<file path="config.mk">
export PLATFORM = sky130hd
export DESIGN_NAME = mem_stage
export DESIGN_NICKNAME = d
export VERILOG_FILES = /design/src/rtl/mem_stage_pkg.sv /design/src/rtl/mem_byte_seq.sv /design/src/rtl/mem_stage.sv
export SDC_FILE = /design/constraint.sdc
export NUM_CORES = 1
export LEC_CHECK = 0
export BUFFER_PORTS_ARGS = -buffer_cell sky130_fd_sc_hd__buf_2
export CORE_MARGIN = 5
export CORE_UTILIZATION = 45
export CTS_BUF_LIST = sky130_fd_sc_hd__clkbuf_16
export DETAILED_ROUTE_END_ITERATION = 6
export PLACE_DENSITY = 0.71
export SLEW_MARGIN = 20
export SYNTH_ARGS = -nofsm -noshare
export SYNTH_HDL_FRONTEND = slang
export SYNTH_SLANG_ARGS = --single-unit
</file>
<file path="constraint.sdc">
create_clock -name clk -period 2.6 [get_ports clk]
set_input_delay 0.52 -clock clk [delete_from_list [all_inputs] [get_ports clk]]
set_output_delay 0.52 -clock clk [all_outputs]
set_load 0.01 [all_outputs]
</file>
<file path="src/rtl/mem_stage_pkg.sv">
// Shared definitions for the MEM stage: operation encodings, bus widths,
// sequencer state encoding and the per-op decode/extension helpers.
package mem_stage_pkg;

   localparam int REG_W      = 32;  // RegBus
   localparam int REG_ADDR_W = 5;   // RegAddrBus
   localparam int MEM_ADDR_W = 32;  // MemAddrBus

   localparam logic [7:0] EXE_NOP_OP = 8'h00;
   localparam logic [7:0] EXE_ADD_OP = 8'h20;
   localparam logic [7:0] EXE_LB_OP  = 8'he0;
   localparam logic [7:0] EXE_LH_OP  = 8'he1;
   localparam logic [7:0] EXE_LW_OP  = 8'he3;
   localparam logic [7:0] EXE_LBU_OP = 8'he4;
   localparam logic [7:0] EXE_LHU_OP = 8'he5;
   localparam logic [7:0] EXE_SB_OP  = 8'he8;
   localparam logic [7:0] EXE_SH_OP  = 8'he9;
   localparam logic [7:0] EXE_SW_OP  = 8'heb;

   typedef enum logic [1:0] {
      MEM_IDLE,
      MEM_ACCESS,
      MEM_DONE
   } mem_state_e;

   function automatic logic op_is_load(input logic [7:0] op);
      return (op == EXE_LB_OP) || (op == EXE_LH_OP) || (op == EXE_LW_OP) ||
             (op == EXE_LBU_OP) || (op == EXE_LHU_OP);
   endfunction

   function automatic logic op_is_store(input logic [7:0] op);
      return (op == EXE_SB_OP) || (op == EXE_SH_OP) || (op == EXE_SW_OP);
   endfunction

   // Index of the final byte of the transfer (byte count N minus one).
   function automatic logic [1:0] op_last_byte(input logic [7:0] op);
      case (op)
         EXE_LH_OP, EXE_LHU_OP, EXE_SH_OP: return 2'd1;
         EXE_LW_OP, EXE_SW_OP:             return 2'd3;
         default:                          return 2'd0;
      endcase
   endfunction

   function automatic logic [REG_W-1:0] load_extend(input logic [7:0] op,
                                                    input logic [REG_W-1:0] b);
      case (op)
         EXE_LB_OP:  return {{24{b[7]}}, b[7:0]};
         EXE_LBU_OP: return {24'h0, b[7:0]};
         EXE_LH_OP:  return {{16{b[15]}}, b[15:0]};
         EXE_LHU_OP: return {16'h0, b[15:0]};
         EXE_LW_OP:  return b;
         default:    return '0;
      endcase
   endfunction

endpackage

</file>
<file path="src/rtl/mem_byte_seq.sv">
// Byte-serial transfer sequencer for the MEM stage.
// Ports:
//   clk, rst        clock, synchronous active-high reset
//   start           begin a transfer (only honoured in MEM_IDLE)
//   is_store        latched op is a store
//   last_k          index of final byte (N-1)
//   addr, data      latched base address and store data
//   ram_ack         memory accepted/completed the current byte
//   ram_req/we/addr/dout  byte request to memory
//   state, k        current FSM state and byte index
//   byte_ack        pulse: byte k completed this cycle
module mem_byte_seq
   import mem_stage_pkg::*;
(
   input  logic                  clk,
   input  logic                  rst,
   input  logic                  start,
   input  logic                  is_store,
   input  logic [1:0]            last_k,
   input  logic [MEM_ADDR_W-1:0] addr,
   input  logic [REG_W-1:0]      data,
   input  logic                  ram_ack,
   output logic                  ram_req,
   output logic                  ram_we,
   output logic [MEM_ADDR_W-1:0] ram_addr,
   output logic [7:0]            ram_dout,
   output mem_state_e            state,
   output logic [1:0]            k,
   output logic                  byte_ack
);

   mem_state_e state_nx;
   logic [1:0] k_nx;

   always_ff @(posedge clk) begin
      if (rst) begin
         state <= MEM_IDLE;
         k     <= 2'd0;
      end else begin
         state <= state_nx;
         k     <= k_nx;
      end
   end

   always_comb begin
      state_nx = state;
      k_nx     = k;
      ram_req  = 1'b0;
      ram_we   = 1'b0;
      ram_addr = '0;
      ram_dout = '0;
      byte_ack = 1'b0;
      case (state)
         MEM_IDLE: begin
            if (start) begin
               state_nx = MEM_ACCESS;
               k_nx     = 2'd0;
            end
         end
         MEM_ACCESS: begin
            ram_req  = 1'b1;
            ram_we   = is_store;
            // 32-bit add wraps naturally past 0xFFFFFFFF
            ram_addr = addr + {30'h0, k};
            ram_dout = data[{k, 3'b000} +: 8];
            if (ram_ack) begin
               byte_ack = 1'b1;
               if (k == last_k) begin
                  state_nx = MEM_DONE;
                  k_nx     = 2'd0;
               end else begin
                  k_nx = k + 2'd1;
               end
            end
         end
         MEM_DONE: state_nx = MEM_IDLE;
         default:  state_nx = MEM_IDLE;
      endcase
   end

endmodule

</file>
<file path="src/rtl/mem_stage.sv">
// MEM stage of the 5-stage RISC-V core (between EX_MEM and MEM_WB).
// ALU results pass straight through; loads/stores run as byte-serial
// little-endian transfers on the 8-bit memory port while the pipe stalls.
// Ports:
//   clk, rst                          clock, synchronous active-high reset
//   mem_wd/wreg/wdata/aluop/mem_addr  operation from EX_MEM
//   ram_req/we/addr/dout, ram_din/ack 8-bit memory port
//   wb_wd/wreg/wdata                  result to MEM_WB
//   stallreq_mem                      stall request to ctrl
module mem_stage
   import mem_stage_pkg::*;
#(
   parameter int ALUOP_W = 8
) (
   input  logic                  clk,
   input  logic                  rst,
   input  logic [REG_ADDR_W-1:0] mem_wd,
   input  logic                  mem_wreg,
   input  logic [REG_W-1:0]      mem_wdata,
   input  logic [ALUOP_W-1:0]    mem_aluop,
   input  logic [MEM_ADDR_W-1:0] mem_mem_addr,
   output logic                  ram_req,
   output logic                  ram_we,
   output logic [MEM_ADDR_W-1:0] ram_addr,
   output logic [7:0]            ram_dout,
   input  logic [7:0]            ram_din,
   input  logic                  ram_ack,
   output logic [REG_ADDR_W-1:0] wb_wd,
   output logic                  wb_wreg,
   output logic [REG_W-1:0]      wb_wdata,
   output logic                  stallreq_mem
);

   logic [7:0]            op_in;
   logic                  in_mem_op;
   logic                  start;
   logic [MEM_ADDR_W-1:0] addr_q;
   logic [REG_W-1:0]      data_q;
   logic [REG_W-1:0]      buf_q;
   logic [REG_ADDR_W-1:0] wd_q;
   logic [7:0]            op_q;
   mem_state_e            state;
   logic [1:0]            k;
   logic                  byte_ack;

   assign op_in     = 8'(mem_aluop);
   assign in_mem_op = op_is_load(op_in) || op_is_store(op_in);
   assign start     = (state == MEM_IDLE) && in_mem_op && !rst;

   // EX_MEM is held during the stall, but the latched copy keeps the
   // transfer independent of whatever the inputs do meanwhile.
   always_ff @(posedge clk) begin
      if (rst) begin
         addr_q <= '0;
         data_q <= '0;
         buf_q  <= '0;
         wd_q   <= '0;
         op_q   <= '0;
      end else begin
         if (start) begin
            addr_q <= mem_mem_addr;
            data_q <= mem_wdata;
            wd_q   <= mem_wd;
            op_q   <= op_in;
            buf_q  <= '0;
         end
         if (byte_ack && op_is_load(op_q))
            buf_q[{k, 3'b000} +: 8] <= ram_din;
      end
   end

   mem_byte_seq u_seq (
      .clk      (clk),
      .rst      (rst),
      .start    (start),
      .is_store (op_is_store(op_q)),
      .last_k   (op_last_byte(op_q)),
      .addr     (addr_q),
      .data     (data_q),
      .ram_ack  (ram_ack),
      .ram_req  (ram_req),
      .ram_we   (ram_we),
      .ram_addr (ram_addr),
      .ram_dout (ram_dout),
      .state    (state),
      .k        (k),
      .byte_ack (byte_ack)
   );

   always_comb begin
      wb_wd        = '0;
      wb_wreg      = 1'b0;
      wb_wdata     = '0;
      stallreq_mem = 1'b0;
      case (state)
         MEM_IDLE: begin
            if (!rst) begin
               wb_wd = mem_wd;
               if (in_mem_op) begin
                  stallreq_mem = 1'b1;
               end else begin
                  wb_wreg  = mem_wreg;
                  wb_wdata = mem_wdata;
               end
            end
         end
         MEM_ACCESS: begin
            wb_wd        = wd_q;
            stallreq_mem = 1'b1;
         end
         MEM_DONE: begin
            wb_wd    = wd_q;
            wb_wreg  = op_is_load(op_q);
            wb_wdata = load_extend(op_q, buf_q);
         end
         default: ;
      endcase
   end

endmodule

</file>
==> impl_results.md <==
* Status: complete, but fails checks
* Failing checks: negative setup slack
* Clock latency on the worst-skew pair at 0.42 ns
* WS Path Type: reg2out
* Register bit count reported by yosys at 113
* Max incr delay on CP at 0.35 ns
* TritonCTS clock tree: built
* Area delta synth->final at 40.2%
* Routability Congestion at 0.916
* 1st-iter DRT viols at 426
* # DRC at 0
* Filler cells at 1058
* Core area at 12600 um^2
* Clock Tree Buf Depth at 2
* Vias in the first global route at 5596
* Clock transition at the registers of the reported paths at 0.05 ns
* RSZ-0062 raised after global routing: true
* Hold Path Origin: mem_mem_addr[9]
* Final-report max-slew violation count at 0
* Cells after synthesis at 736
* Crit-path slowest cell: dfxtp_2
* First-pass GRT wire length at 29.2 mm
* Drt first pass iters at 5
* Register share of total power at 34.3%
* Die Width at 123 um
* Synthesized cell area at 5750 um^2
* Sw power at 1.36 mW
* Worst-margin pin slew at 0.746 ns
* Cell Rows at 41
* Die ar. at 15100 um^2
* Final Hold Viols at 0
* Crit path from: addr_q[0]
* CP Max Fanout at 6
* Wire length per cell at 17.3 um
* PnR worst setup slack at -0.187 ns
* Initial Util at 45.8%
* I/O pin cnt at 170
* Synth Warn # at 0
* Dpl hpwl at 13.1 mm
* Htree depth at 4
* Non-filler cells, final at 1100
* Cell area after placement at 6830 um^2
* Yosys cell types at 52
* Total GRT Usage at 24.8%
* Vias per cell at 5.46
* Worst EP arrival at 2.27 ns
* Largest net degree at the start of global routing at 75
* Net count after synthesis at 837
* Clock Sinks at 113
* CTS Buf Count at 17
* Fmax at 359 MHz
* Critical Path Sink Type: primary output
* Max-Cap Viols at 0
* Post-route antenna net violation count at 0
* Grt total ovfl at 0
* CP bufs+invs at 2
* Fin Clk Skew at 0.00674 ns
* Final instance area at 8060 um^2
* Port Buf Inserts at 169
* CTS root buf: clkbuf_16
* Internal power at 3.86 mW
* Clk network pwr share at 50.3%
* Combinational Power Share at 15.4%
* Via count at 6003
* Crit path max-delay family: simple AND/OR/NAND/NOR gates
* Setup TNS at -1.56 ns
* Worst-path cell chain: ha_4 -> fa_2 -> and4_4 -> nand4_1 -> buf_6 -> or3_4 -> a21oi_2 -> buf_2
* Nets at 1015
* Die span in y at 123 um
* Relative slew slack at 50.3%
* Reg-to-Reg Start: u_seq.k[0]
* Power Density at 647 nW/um^2
* Leak at 3.20 nW
* Avg Cell Area, Syn at 7.81 um^2
* Synth Flop Type: dfxtp_1
* Final Util at 64.2%
* Min-Delay Path Class: in2reg
* Number of enable flip-flop cells after synthesis at 0
* Initial antenna violation count at 1
* Peak VDD IR at 0.432 mV
* Asr flop ratio synth at 0%
* Final setup fails at 17
* Sw Share at 26.1%
* Seq/Total Area, Yosys at 39.3%
* Placed cells at 1051
* Worst setup SP type: flip-flop
* Final wirelength at 19.0 mm
* Final period util at 107%
* Final Critical Period at 2.79 ns
* Worst EP required at 2.08 ns
* Share of layout cells above drive strength 1 at 35.1%
[power by group through the flow]
stage	logic [mW]	clock network, mW	registers [mW]
6_report	0.802	2.63	1.79
5_1_grt	0.869	2.72	1.79
4_1_cts	0.773	2.63	1.79
3_5_place_dp	0.756	0	1.83
3_3_place_gp	0.751	0	1.82
2_1_floorplan	0.411	0	1.82
[state kept, by name, summed over array words and instances (netlist names)]
| register | cells |
|---|---|
| buf_q | 32 |
| addr_q | 32 |
| wd_q | 5 |
| u_seq.state | 2 |
| op_q | 8 |
| data_q | 32 |
| u_seq.k | 2 |
[logic make-up (layout without fill, tap and decap cells)]
kind of cell / count (synthesis) / after routing / synth area share [%]
AO/OA/AOI/OAI: 196 / 196 / 20.8
adder cells (fa/ha/maj): 12 / 12 / 2.74
buffers and inverters: 59 / 250 / 4.26
flip-flops: 113 / 113 / 39.3
AND/OR/NAND/NOR: 320 / 320 / 25.4
XOR/XNOR: 27 / 27 / 4.11
multiplexers: 9 / 9 / 3.31
other: 0 / 1 / 0
[path summary, 6_finish.rpt]
check                                     to  slack [ns]  cells after the start
worst max register to register      buf_q[9]        0.17                      7
worst max-delay path            ram_addr[24]       -0.19                      8
worst min-delay path               addr_q[9]        0.29                      3
worst min register to register       op_q[4]        0.42                      2
[worst reg2reg max path, delay by kind of cell, from the launching register on]
kind,cells,cell delay [ns]
DFF,1,0.36
adders and majority gates,1,0.35
AOI/OAI and AO/OA,2,0.71
and+or+nand+nor,2,0.58
buffers and inverters,2,0.38
[per-layer routing]
metal | part of all wire (%) | vias to the layer above | global-route usage [%]
met4 | 3.2 | 0 | 10.9
met1 | 43 | 2783 | 33.6
met3 | 6.7 | 55 | 5.81
met5 | 0 | - | 0
met2 | 47 | 234 | 38.0
li1 | - | 2931 | -
[stage by stage]
step           hold WS [ns]  power [mW]  worst slack, ns
3_5_place_dp          0.422        2.58           0.0773
6_report              0.293        5.22           -0.187
2_1_floorplan         0.409        2.23           0.0957
5_1_grt               0.294        5.38           -0.271
4_1_cts               0.290        5.20           -0.228
3_3_place_gp          0.414        2.58            0.127
[layout make-up]
type / instances / area [um^2] / area share, %
Clock buffer: 17 / 425 / 5.28
Timing Repair Buffer: 208 / 1250 / 15.5
Antenna cell: 1 / 2.50 / 0.0310
Tap cell: 172 / 215 / 2.67
Inverter: 10 / 37.5 / 0.466
Sequential cell: 113 / 2280 / 28.3
Clock inverter: 15 / 241 / 3.00
Multi-Input combinational cell: 564 / 3610 / 44.8
[synthesized netlist by cell type (2+ instances only)]
master / n / area, um^2
xnor2_1: 18 / 158
nor3b_1: 2 / 15.0
buf_1: 2 / 7.51
inv_1: 10 / 37.5
nor4_1: 7 / 43.8
ha_1: 11 / 138
or3_1: 3 / 18.8
nand2_1: 188 / 706
nor2_1: 36 / 135
clkbuf_1: 30 / 113
and2_1: 16 / 100
a22oi_1: 5 / 37.5
buf_2: 15 / 75.1
nand2b_1: 4 / 25.0
o31ai_1: 3 / 22.5
nand4b_1: 2 / 17.5
o21ai_1: 2 / 10.0
nor2b_1: 3 / 18.8
nand3_1: 26 / 130
a21o_1: 5 / 37.5
a22o_1: 32 / 280
nor3_1: 8 / 40.0
xor2_1: 9 / 78.8
and3_1: 2 / 12.5
o21ai_0: 59 / 295
a21oi_1: 78 / 390
nand4_1: 6 / 37.5
and4_1: 8 / 70.1
a2111oi_0: 2 / 17.5
a2111oi_2: 3 / 45.0
mux4_2: 8 / 180
dfxtp_1: 113 / 2260
[what timing repair did]
action	CTS	global route
buffers inserted	9	7
pin swaps	22	52
endpoints found under the hold margin	0	0
resized for setup	82	55
cloned	3	1
endpoints found under the setup margin	53	70
hold buffers	0	0
[cell usage in the layout (no fill, tap or decap), types with 5 or more instances in the layout]
| cell type | netlist | routed |
|---|---|---|
| bufinv_16 | 0 | 6 |
| xor2_1 | 9 | 9 |
| nand2_1 | 188 | 185 |
| a21oi_2 | 0 | 20 |
| a22o_1 | 32 | 32 |
| nand4_1 | 6 | 6 |
| inv_1 | 10 | 11 |
| and2_1 | 16 | 14 |
| nand3_1 | 26 | 25 |
| buf_2 | 15 | 169 |
| buf_6 | 0 | 10 |
| nor4_2 | 1 | 5 |
| buf_12 | 0 | 5 |
| o21ai_0 | 59 | 36 |
| a22oi_1 | 5 | 5 |
| a21oi_1 | 78 | 52 |
| dfxtp_1 | 113 | 103 |
| dfxtp_2 | 0 | 8 |
| ha_1 | 11 | 9 |
| nor2_1 | 36 | 35 |
| o21ai_1 | 2 | 23 |
| clkbuf_16 | 0 | 17 |
| a21o_1 | 5 | 5 |
| xnor2_1 | 18 | 17 |
| a21oi_4 | 0 | 6 |
| buf_4 | 1 | 23 |
| mux4_2 | 8 | 8 |
Note: power is estimated with default switching activity, not from simulation.
